$ cat src/rtl/fixed_order_selector.sv
// Sequencer for the fixed-predictor encoder bank (orders 0-4). It streams one block through
// the encoders, sums absolute residuals per order with warm-up excluded, and picks the cheapest order.
module fixed_order_selector #(
  parameter int ENC_LATENCY = 5,
  parameter int SUM_W       = 32
) (
  input  logic                    iClock,
  input  logic                    iReset,
  input  logic                    iStart,
  input  logic [15:0]             iBlockSize,
  input  logic                    iValid,
  output logic                    oReady,
  input  logic signed [15:0]      iSample,
  output logic                    oEncEnable,
  output logic                    oEncReset,
  output logic signed [15:0]      oEncSample,
  input  logic signed [15:0]      iResidual0,
  input  logic signed [15:0]      iResidual1,
  input  logic signed [15:0]      iResidual2,
  input  logic signed [15:0]      iResidual3,
  input  logic signed [15:0]      iResidual4,
  output logic [2:0]              oBestOrder,
  output logic [SUM_W-1:0]        oBestSum,
  output logic                    oDone,
  output logic                    oBusy,
  output logic [2:0]              dbg_state
);

  typedef enum logic [2:0] {
    S_IDLE    = 3'd0,
    S_CLEAR   = 3'd1,
    S_RUN     = 3'd2,
    S_FLUSH   = 3'd3,
    S_COMPARE = 3'd4,
    S_DONE    = 3'd5
  } state_t;

  state_t state, state_nxt;

  logic [15:0]      block_n;
  logic [15:0]      cnt;      // accepted samples in RUN, cycles in FLUSH, order index in COMPARE
  logic [16:0]      enables;
  logic [16:0]      res_idx;
  logic             acc_en;
  logic [SUM_W-1:0] sums [5];
  logic [SUM_W-1:0] sat_sum [5];
  logic [16:0]      abs_res [5];
  logic [15:0]      res [5];
  logic [SUM_W-1:0] cmp_sum;
  logic [2:0]       best_order;
  logic [SUM_W-1:0] best_sum;

  assign res[0] = iResidual0;
  assign res[1] = iResidual1;
  assign res[2] = iResidual2;
  assign res[3] = iResidual3;
  assign res[4] = iResidual4;

  assign oBestOrder = best_order;
  assign oBestSum   = best_sum;
  assign dbg_state  = state;

  // Sample handshake: a sample transfers on a clock edge where oReady && iValid are both high;
  // iSample must be stable during that cycle. oReady does not depend on iValid.
  always_comb begin
    state_nxt  = state;
    oReady     = 1'b0;
    oEncEnable = 1'b0;
    oEncSample = '0;
    oDone      = 1'b0;
    oBusy      = 1'b0;
    oEncReset  = iReset;
    case (state)
      S_IDLE: if (iStart) state_nxt = S_CLEAR;
      S_CLEAR: begin
        oEncReset = 1'b1;
        oBusy     = 1'b1;
        state_nxt = (block_n == 16'd0) ? S_DONE : S_RUN;
      end
      S_RUN: begin
        oBusy      = 1'b1;
        oReady     = 1'b1;
        oEncEnable = iValid;
        oEncSample = iSample;
        if (iValid && cnt == block_n - 16'd1) state_nxt = S_FLUSH;
      end
      S_FLUSH: begin
        oBusy      = 1'b1;
        oEncEnable = 1'b1;
        if (cnt == 16'(ENC_LATENCY - 1)) state_nxt = S_COMPARE;
      end
      S_COMPARE: begin
        oBusy = 1'b1;
        if (cnt == 16'd4) state_nxt = S_DONE;
      end
      S_DONE: begin
        oBusy     = 1'b1;
        oDone     = 1'b1;
        state_nxt = S_IDLE;
      end
      default: state_nxt = S_IDLE;
    endcase
    // Reset wins immediately so encoder enable and reset never overlap.
    if (iReset) begin
      oReady     = 1'b0;
      oEncEnable = 1'b0;
      oEncSample = '0;
      oDone      = 1'b0;
      oBusy      = 1'b0;
    end
  end

  always_ff @(posedge iClock) begin
    if (iReset) state <= S_IDLE;
    else        state <= state_nxt;
  end

  assign res_idx = enables - 17'(ENC_LATENCY);
  assign acc_en  = (enables >= 17'(ENC_LATENCY)) && (res_idx < {1'b0, block_n});

  always_comb begin
    cmp_sum = '0;
    for (int k = 0; k < 5; k++) begin
      abs_res[k] = res[k][15] ? (~{1'b1, res[k]} + 17'd1) : {1'b0, res[k]};
      sat_sum[k] = ({1'b0, sums[k]} + {{(SUM_W-16){1'b0}}, abs_res[k]}) > {1'b0, {SUM_W{1'b1}}}
                   ? {SUM_W{1'b1}} : sums[k] + {{(SUM_W-17){1'b0}}, abs_res[k]};
      if (cnt[2:0] == 3'(k)) cmp_sum = sums[k];
    end
  end

  always_ff @(posedge iClock) begin
    if (iReset) begin
      block_n    <= '0;
      cnt        <= '0;
      enables    <= '0;
      best_order <= '0;
      best_sum   <= '0;
      for (int k = 0; k < 5; k++) sums[k] <= '0;
    end else begin
      if (state_nxt != state)                     cnt <= '0;
      else if (oEncEnable || state == S_COMPARE)  cnt <= cnt + 16'd1;
      if (state == S_IDLE && iStart) block_n <= iBlockSize;
      if (state == S_CLEAR) begin
        enables    <= '0;
        best_order <= '0;
        best_sum   <= '0;
        for (int k = 0; k < 5; k++) sums[k] <= '0;
      end
      if (oEncEnable) begin
        enables <= enables + 17'd1;
        // Residuals with index below the order are warm-up values and never counted.
        if (acc_en)
          for (int k = 0; k < 5; k++)
            if (res_idx >= 17'(k)) sums[k] <= sat_sum[k];
      end
      if (state == S_COMPARE) begin
        if (cnt[2:0] == 3'd0) begin
          best_order <= 3'd0;
          best_sum   <= cmp_sum;
        end else if (block_n > {13'd0, cnt[2:0]} && cmp_sum < best_sum) begin
          best_order <= cnt[2:0];
          best_sum   <= cmp_sum;
        end
      end
    end
  end

endmodule

$ cat config.mk
export PLATFORM = sky130hd
export DESIGN_NAME = fixed_order_selector
export DESIGN_NICKNAME = d
export VERILOG_FILES = /design/src/rtl/fixed_order_selector.sv
export SDC_FILE = /design/constraint.sdc
export NUM_CORES = 1
export LEC_CHECK = 0
export CAP_MARGIN = 5
export CORE_MARGIN = 1
export CORE_UTILIZATION = 60
export DETAILED_ROUTE_END_ITERATION = 7
export HOLD_SLACK_MARGIN = 0.03
export PLACE_DENSITY = 0.82
export SLEW_MARGIN = 0
export SYNTH_ARGS = -nofsm -noshare
export SYNTH_HDL_FRONTEND = slang
export SYNTH_SLANG_ARGS = --single-unit
$ cat constraint.sdc
create_clock -name iClock -period 5.8 [get_ports iClock]
set_input_delay 0.58 -clock iClock [delete_from_list [all_inputs] [get_ports iClock]]
set_output_delay 0.58 -clock iClock [all_outputs]
set_load 0.01 [all_outputs]
==> results of run 1 <==
-- sequential cells by signal (all words and copies together), names as in the netlist --
register,cells
block_n,16
oBestOrder,3
oBestSum,32
enables,17
dbg_state,3
cnt,16
sums,160
-- synthesized netlist by cell type (20+ instances only) --
master and number:
nand2b_1 29, a21oi_2 20, and3_1 35, nand2_1 156, clkbuf_1 81, a21oi_1 296, a21o_1 42, nor2b_1 22
o21ai_0 88, xor2_1 74, inv_1 118, a211oi_1 21, a31oi_1 31, dfxtp_1 87, edfxtp_1 160, a221oi_1 32
o31ai_1 22, nand3_1 53, and2_1 28, xnor2_1 134, nor4_1 20, nor2_1 194, nand4_1 61, nor3_1 67
ha_1 151
-- per-layer routing --
layer	wire length, µm	share of wire	GRT usage	vias to the layer above
met1	23600	0.41	0.459	8913
li1	-	-	-	8958
met4	1810	0.032	0.104	0
met5	0	0	0	-
met3	6020	0.11	0.0505	126
met2	25500	0.45	0.507	873
-- worst reg2reg max path, delay by kind of cell, from the launching register on --
kind	cells	cell delay, ns
adder cells (fa/ha/maj)	2	0.49
AND/OR/NAND/NOR	7	2.44
AO/OA/AOI/OAI	7	1.41
buffers and inverters	2	0.52
flip-flops	1	0.39
-- logic make-up (layout without fill, tap and decap cells) --
logic type                 Yosys count  after routing  synth area share
AOI/OAI and AO/OA                  730            730             0.239
xor gates and xnor gates           208            208            0.0901
adders and majority gates          156            156            0.0984
buffers and inverters              234            369            0.0487
DFF                                247            247             0.324
muxes                               10             10           0.00507
other                                1              5          0.000185
and+or+nand+nor                    763            763             0.195
-- metrics by stage --
stage	hold slack [ns]	utilization	total power [W]	cell area, µm²
after global routing	0.507	0.702	0.00625	23100
after detailed placement	0.476	0.675	0.00419	22200
after global placement	0.485	0.675	0.00412	22200
after CTS	0.483	0.702	0.00593	23100
final	0.482	0.702	0.00598	23100
after floorplan	0.472	-	0.00361	20200
-- path summary, 6_finish.rpt --
kind | from | end | cells after the start
setup / recovery | cnt[1]$_SDFFE_PP0P_ | oBestOrder[1]$_SDFF_PP0_ | 18
hold / removal | oBestSum[1]$_SDFF_PP0_ | oBestSum[1]$_SDFF_PP0_ | 2
setup reg to reg | cnt[1]$_SDFFE_PP0P_ | oBestOrder[1]$_SDFF_PP0_ | 18
hold reg to reg | oBestSum[1]$_SDFF_PP0_ | oBestSum[1]$_SDFF_PP0_ | 2
-- layout by cell type (no fill, tap or decap), types with 53 or more instances in the layout --
master,count
nand3_1,53
inv_1,118
a21oi_1,295
xor2_1,74
nand4_1,61
o21ai_0,88
edfxtp_1,160
clkdlybuf4s50_1,173
ha_1,150
nand2_1,155
nor3_1,66
nor2_1,192
xnor2_1,134
dfxtp_1,87
-- where the power goes --
part	total, W	leakage, nW	switching [W]	internal (W)
Clock	0.00175	0.444	0.000770	0.000981
Combinational	0.00194	5.77	0.00112	0.000813
Sequential	0.00229	2.40	0.000233	0.00206
Total	0.00598	8.61	0.00213	0.00386
-- area by class of cell --
| cell class | count | area (µm²) |
|---|---|---|
| Clock buffer | 36 | 766 |
| Clock inverter | 18 | 124 |
| Multi-Input combinational cell | 1872 | 12700 |
| Fill cell | 2555 | 9790 |
| Inverter | 119 | 447 |
| Tap cell | 442 | 553 |
| Timing Repair Buffer | 196 | 1910 |
| Sequential cell | 247 | 6550 |
==> flow_metrics.py, run 1 <==
metrics = {
    "sta": {
        "fin_skew_ns": 0.0228,
        "max_freq_mhz": 187,
        "fin_crit_sh": 0.922,
        "hold_viol_final": 0,
        "setup-tns-final_ns": 0,
        "finalSetupViolCount": 0,
        "slew_violations": 0,
        "period_needed_ns": 5.35,
        "rsz0062_at_grt": "no",
        "setup_ws_ns": 0.450,
        "slew-limit-headroom": 0.222,
        "tightest_slew_ns": 1.17,
    },
    "drt": {
        "postRouteAntennaNets": 0,
        "drc": 0,
        "firstDrtPassIters": 5,
        "wl_per_cell_um": 19.4,
        "vias": 18900,
        "finalWirelength_um": 56900,
        "via_per_inst": 6.44,
        "drtIter0Drc": 1781,
    },
    "synth": {
        "synthTopCellsByArea": "edfxtp_1 24%, ha_1 9.3%, dfxtp_1 8.6%, a21oi_1 7.3%, xnor2_1 5.8%",
        "synth_flop_cell": "edfxtp_1",
        "synth_cells": 2349,
        "async_flop_share": 0,
        "yosysUniqueCellTypes": 104,
        "yosys_warnings": 0,
        "synth-seq-cells": 247,
        "synth_edf_count": 160,
        "yosysTopAreaCellShare": 0.238,
        "ys_seq_area_frac": 0.324,
        "synth_top_cell_by_area": "edfxtp_1",
        "syn_area_um2": 20200,
        "syn_area_per_cell_um2": 8.61,
    },
    "floorplan": {
        "fp-row-count": 66,
        "die_area_um2": 34400,
        "core_um2": 32900,
        "ios": 175,
        "fp.dieW_um": 186,
        "initial_core_util": 0.615,
        "die_h_um": 186,
    },
    "clock_network": {
        "cts_resized": 0,
        "cts.sinks": 247,
        "clock_path_buffers": 3,
        "cts_buffers": 29,
        "ctsHoldBuffers": 0,
        "cts_root_buf": "clkbuf_16",
        "cts_htree_levels": 1,
        "clk_latency_ns": 0.57,
        "cts_tree": "built",
        "cts_setup_buffers": 0,
        "clkTransAtPathRegs_ns": 0.06,
    },
    "place": {
        "dp_hpwl_um": 42600,
        "portBuffers": 174,
        "pre_cts_slack_ns": 0.736,
        "dpl.cell_count": 2876,
        "place.gp.congestion": 1.04,
    },
    "critical_path": {
        "crit_required_ns": 6.27,
        "crit_family": "simple AND/OR/NAND/NOR gates",
        "path_max_fanout": 65,
        "cp_slowest_cell": "or3_2",
        "critPathCaptureType": "flip-flop",
        "crit_buf_inv": 2,
        "crit_chain": "inv_1 -> ha_1 -> nand2b_1 -> nor2_2 -> buf_4 -> a221oi_1 -> nor3_1 -> a21oi_1 -> a21oi_1 -> ha_1 -> nand2_1 -> nor2_1 -> o21ai_0 -> a211o_1 -> o311ai_1 -> or3_2 -> nand2_1 -> o22ai_1",
        "cp_slowest_stage_delay_ns": 0.94,
        "worstSetupPathType": "reg2reg",
        "r2r_slack_ns": 0.45,
        "cp.arrival_ns": 5.82,
        "start_kind": "flip-flop",
    },
    "global_route": {
        "grt_pass1_wl_um": 89100,
        "grt_max_degree": 161,
        "antenna_found_initial": 0,
        "grt_use_total": 0.325,
        "grt_overflow_total": 0,
        "grt_pass1_vias": 17400,
    },
    "cells_and_area": {
        "stdcell_count": 2930,
        "syn_to_final_growth_pct": 14.1,
        "drive_gt1_frac": 0.0663,
        "nNetsFinal": 2737,
        "diodes": 0,
    },
    "power": {
        "leakage_nw": 8.61,
        "vdd_drop_max_v": 0.000243,
        "powerDensity_nw_per_um2": 259,
    },
    "job": {
        "drv_cap": 0,
    },
    "run_status": {
        "status": "finished, final reports clean",
    },
    "hold_path": {
        "hold_path_class": "reg2reg",
    },
}
Power figures use the tool's default switching activity.
==> run 2, diff against run 1 <==
CTS_CLUSTER_DIAMETER = 50   (was unset)
==> flow_metrics.py, run 2 (synthesized netlist as in run 1, its figures left out) <==
metrics = {
    "place": {
        "portBuffers": 174,
        "dp_hpwl_um": 42600,
        "place.gp.congestion": 1.04,
    },
    "hold_path": {
        "hold_path_class": "reg2reg",
    },
    "floorplan": {
        "fp-row-count": 66,
        "fp.dieW_um": 186,
        "ios": 175,
        "core_um2": 32900,
        "die_h_um": 186,
        "die_area_um2": 34400,
        "initial_core_util": 0.615,
    },
    "drt": {
        "via_per_inst": 6.44,
        "finalWirelength_um": 57200,
        "wl_per_cell_um": 19.5,
        "drc": 0,
        "vias": 18900,
        "drtIter0Drc": 1846,
        "postRouteAntennaNets": 0,
        "firstDrtPassIters": 6,
    },
    "clock_network": {
        "ctsHoldBuffers": 0,
        "clk_latency_ns": 0.53,
        "cts_tree": "built",
        "cts_root_buf": "clkbuf_16",
        "clock_path_buffers": 3,
        "cts_buffers": 35,
        "cts.sinks": 247,
        "cts_resized": 0,
        "clkTransAtPathRegs_ns": 0.06,
        "cts_setup_buffers": 0,
        "cts_htree_levels": 2,
    },
    "critical_path": {
        "critPathCaptureType": "flip-flop",
        "path_max_fanout": 65,
        "cp.arrival_ns": 5.80,
        "worstSetupPathType": "reg2reg",
        "crit_required_ns": 6.25,
        "start_kind": "flip-flop",
    },
    "power": {
        "leakage_nw": 8.76,
        "vdd_drop_max_v": 0.000255,
        "powerDensity_nw_per_um2": 277,
    },
    "cells_and_area": {
        "syn_to_final_growth_pct": 15.8,
        "largest_reg_flops": 160,
        "seqCellArea_um2": 6550,
        "final_cell_mix": "295 x a21oi_1, 192 x nor2_1, 173 x clkdlybuf4s50_1, 160 x edfxtp_1, 155 x nand2_1",
        "diodes": 0,
        "drive_gt1_frac": 0.0713,
        "top_register": "sums",
        "multi_input_area_um2": 12700,
        "fillCellCount": 2527,
        "nNetsFinal": 2743,
        "final_common_cell": "a21oi_1",
    },
    "sta": {
        "max_freq_mhz": 187,
        "fin_skew_ns": 0.0194,
        "finalSetupViolCount": 0,
        "rsz0062_at_grt": "no",
        "slew_violations": 0,
        "setup-tns-final_ns": 0,
        "tightest_slew_ns": 1.18,
        "slew-limit-headroom": 0.213,
        "hold_viol_final": 0,
        "whs_ns": 0.482,
        "period_needed_ns": 5.35,
        "fin_crit_sh": 0.922,
    },
    "global_route": {
        "antenna_found_initial": 0,
        "grt_pass1_wl_um": 89500,
        "grt_use_total": 0.328,
        "grt_max_degree": 161,
        "grt_pass1_vias": 17400,
        "grt_overflow_total": 0,
    },
    "job": {
        "drv_cap": 0,
    },
    "run_status": {
        "status": "finished, final reports clean",
    },
}
-- run 2: changes by cell type in the layout (fill, tap and decap cells not counted), sizes merged --
cell,before,now
inv,123,127
bufinv,1,3
clkbuf,36,44
clkinv,11,6
-- run 2: layout make-up --
class	instances	share of cell area
multi-input cells	1872	0.544
flip-flops and latches	247	0.280
repair buffers	196	0.0818
clock buffers	44	0.0428
well taps	442	0.0236
inverters	119	0.0191
clock inverters	19	0.00919
-- run 2: per-layer routing --
metal	vias up	global-route usage	wire length (µm)
met5	-	0	0
met4	0	0.117	1990
met3	161	0.0650	6020
met2	883	0.508	25400
met1	8925	0.454	23800
li1	8957	-	-
-- run 2: worst max-delay path: stages, from the launching register on --
cell and delay [ns]:
dfxtp_1 0.39, inv_1 0.17, ha_1 0.32, nand2b_1 0.16
nor2_2 0.38, buf_4 0.34, a221oi_1 0.11, nor3_1 0.53
a21oi_1 0.20, a21oi_1 0.24, ha_1 0.14, nand2_1 0.05
nor2_1 0.08, o21ai_0 0.08, a211o_1 0.29, o311ai_1 0.26
or3_2 0.94, nand2_1 0.31, o22ai_1 0.25
-- run 2: report_power, final --
part	total (W)	internal, W	switching, W	leakage (nW)
logic	0.00195	0.000813	0.00113	5.77
registers	0.00229	0.00206	0.000232	2.40
clock network	0.00224	0.00138	0.000861	0.597
-- run 2: final timing paths --
path | start | endpoint | slack [ns] | cells past startpoint
worst min-delay path | oBestSum[1]$_SDFF_PP0_ | oBestSum[1]$_SDFF_PP0_ | 0.48 | 2
worst max-delay path | cnt[1]$_SDFFE_PP0P_ | oBestOrder[1]$_SDFF_PP0_ | 0.45 | 18
worst max register to register | cnt[1]$_SDFFE_PP0P_ | oBestOrder[1]$_SDFF_PP0_ | 0.45 | 18
worst min register to register | oBestSum[1]$_SDFF_PP0_ | oBestSum[1]$_SDFF_PP0_ | 0.48 | 2
-- run 2: metrics by stage --
step	power, W	util	setup WS [ns]	cells	area [µm²]
3_3_place_gp	0.00412	0.675	0.901	2876	22200
5_1_grt	0.00676	0.712	0.123	2939	23400
6_report	0.00648	0.712	0.450	2939	23400
2_1_floorplan	0.00361	-	1.09	2353	20200
3_5_place_dp	0.00419	0.675	0.736	2876	22200
4_1_cts	0.00644	0.712	0.695	2939	23400
==> run 3, diff against run 2 <==
clock period = 5.28 ns   (was 5.8 ns; I/O delays follow)
==> flow_metrics.py, run 3 (synthesized netlist as in run 1, its figures left out) <==
metrics = {
    "run_status": {
        "status": "finished, final reports clean",
    },
    "global_route": {
        "grt_max_degree": 161,
        "grt_pass1_vias": 17500,
        "grt_overflow_total": 0,
        "grt_pass1_wl_um": 90100,
        "grt_use_total": 0.329,
        "antenna_found_initial": 1,
    },
    "sta": {
        "whs_ns": 0.480,
        "rsz0062_at_grt": "no",
        "slew-limit-headroom": 0.152,
        "finalSetupViolCount": 0,
        "max_freq_mhz": 206,
        "slew_violations": 0,
        "setup-tns-final_ns": 0,
        "hold_viol_final": 0,
        "fin_crit_sh": 0.919,
        "period_needed_ns": 4.85,
        "tightest_slew_ns": 1.26,
        "setup_ws_ns": 0.426,
        "fin_skew_ns": 0.0261,
    },
    "critical_path": {
        "ff2ff_path_depth": 18,
        "critPathCaptureType": "flip-flop",
        "path_common_cell": "a21oi_1",
        "cp_slowest_stage_delay_ns": 0.48,
        "cp.arrival_ns": 5.31,
        "reg2reg_to": "oBestSum[0]$_SDFF_PP0_",
        "r2r-start": "cnt[1]$_SDFFE_PP0P_",
        "start_kind": "flip-flop",
        "r2r_slack_ns": 0.43,
        "crit_required_ns": 5.73,
        "path_max_fanout": 29,
        "worstSetupPathType": "reg2reg",
        "cp_slowest_cell": "dfxtp_1",
        "crit_chain": "inv_1 -> ha_1 -> nor2_2 -> buf_4 -> a221oi_1 -> nor3_1 -> a21oi_1 -> a21oi_1 -> ha_1 -> a21o_1 -> a21oi_1 -> o21ai_0 -> a21oi_1 -> nor2_1 -> or3_2 -> buf_4 -> nand2_1 -> mux2i_1",
    },
    "floorplan": {
        "fp.dieW_um": 186,
        "die_h_um": 186,
        "initial_core_util": 0.615,
        "fp-row-count": 66,
        "core_um2": 32900,
        "ios": 175,
        "die_area_um2": 34400,
    },
    "place": {
        "portBuffers": 174,
        "pre_cts_slack_ns": 0.470,
        "place.gp.congestion": 1.05,
        "dpl.cell_count": 2879,
        "dp_hpwl_um": 42200,
    },
    "power": {
        "totalPowerFinal_w": 0.00695,
        "pwr-share-seq": 0.361,
        "leakage_nw": 8.72,
        "power.switching_w": 0.00243,
        "power.share.combinational": 0.310,
        "vdd_drop_max_v": 0.000330,
        "swShare": 0.350,
        "p_int_w": 0.00452,
        "power_frac_clock": 0.329,
        "powerDensity_nw_per_um2": 298,
    },
    "clock_network": {
        "cts_root_buf": "clkbuf_16",
        "cts_tree": "built",
        "cts_buffers": 34,
        "clock_path_buffers": 3,
        "clkTransAtPathRegs_ns": 0.06,
        "cts_resized": 0,
        "clk_latency_ns": 0.53,
        "cts.sinks": 247,
        "ctsHoldBuffers": 0,
        "cts_setup_buffers": 0,
        "cts_htree_levels": 2,
    },
    "cells_and_area": {
        "seqCellArea_um2": 6550,
        "fillCellCount": 2524,
        "multi_input_area_um2": 12700,
        "final_cell_mix": "295 x a21oi_1, 192 x nor2_1, 173 x clkdlybuf4s50_1, 160 x edfxtp_1, 155 x nand2_1",
        "final_common_cell": "a21oi_1",
        "stdcell_count": 2939,
        "syn_to_final_growth_pct": 15.4,
        "largest_reg_flops": 160,
        "nNetsFinal": 2745,
        "drive_gt1_frac": 0.0697,
        "top_register": "sums",
    },
    "hold_path": {
        "min_from": "oBestSum[10]$_SDFF_PP0_",
        "whs_endpoint": "oBestSum[10]$_SDFF_PP0_",
        "holdPathStages": 2,
        "hold_path_class": "reg2reg",
    },
    "job": {
        "drv_cap": 0,
    },
    "drt": {
        "postRouteAntennaNets": 0,
        "firstDrtPassIters": 6,
        "drtIter0Drc": 1886,
        "finalWirelength_um": 57600,
        "drc": 0,
        "via_per_inst": 6.42,
        "vias": 18900,
        "wl_per_cell_um": 19.6,
    },
}
## run 3: cell types whose count changed in the layout (fill, tap and decap cells not counted), sizes merged
cell    delta
clkbuf     -3
bufinv     -1
clkinv     -1
diode      +1
buf        +3
inv        +1
## run 3: cell type report
type,count,share of cell area
diodes,1,0.000107
clock buffers,41,0.0394
clock inverters,18,0.00778
inverters,119,0.0191
multi-input cells,1872,0.545
flip-flops and latches,247,0.281
well taps,442,0.0237
repair buffers,199,0.0841
## run 3: critical path: cells and delay by family, from the launching register on
family / cells / cell delay [ns]
muxes: 1 / 0.21
adders and majority gates: 2 / 0.59
DFF: 1 / 0.48
AOI/OAI and AO/OA: 7 / 1.21
buffers and inverters: 3 / 0.75
and+or+nand+nor: 5 / 1.54
## run 3: through the flow
stage	cell area [µm²]	util
after detailed placement	22200	0.676
final	23300	0.710
after floorplan	20200	-
after global placement	22200	0.676
after CTS	23300	0.710
after global routing	23300	0.710
## run 3: worst max path at each step
stage | to | startpoint | slack, ns
4_1_cts | oBestOrder[0]$_SDFF_PP0_ | cnt[1]$_SDFFE_PP0P_ | 0.58
2_1_floorplan | sums[0][100]$_SDFFCE_PN0P_ | enables[0]$_SDFFE_PP0P_ | 0.57
3_3_place_gp | sums[0][97]$_SDFFCE_PN0P_ | iResidual3[8] | 0.56
6_report | oBestSum[0]$_SDFF_PP0_ | cnt[1]$_SDFFE_PP0P_ | 0.43
5_1_grt | oBestSum[18]$_SDFF_PP0_ | cnt[1]$_SDFFE_PP0P_ | 0.18
3_5_place_dp | sums[0][27]$_SDFFCE_PN0P_ | iResidual0[2] | 0.47
## run 3: routing by layer
layer	global-route usage	vias to the layer above	share of wire
li1	-	8951	-
met1	0.453	8852	0.42
met2	0.522	938	0.45
met3	0.0552	135	0.093
met4	0.110	0	0.032
met5	0	-	0
## run 3: power groups by stage
stage / Sequential [W] / Clock [W] / Combinational [W]
after CTS: 0.00249 / 0.00230 / 0.00211
after detailed placement: 0.00253 / 0 / 0.00208
after floorplan: 0.00242 / 0 / 0.00154
after global routing: 0.00252 / 0.00237 / 0.00237
after global placement: 0.00252 / 0 / 0.00202
final: 0.00251 / 0.00229 / 0.00215
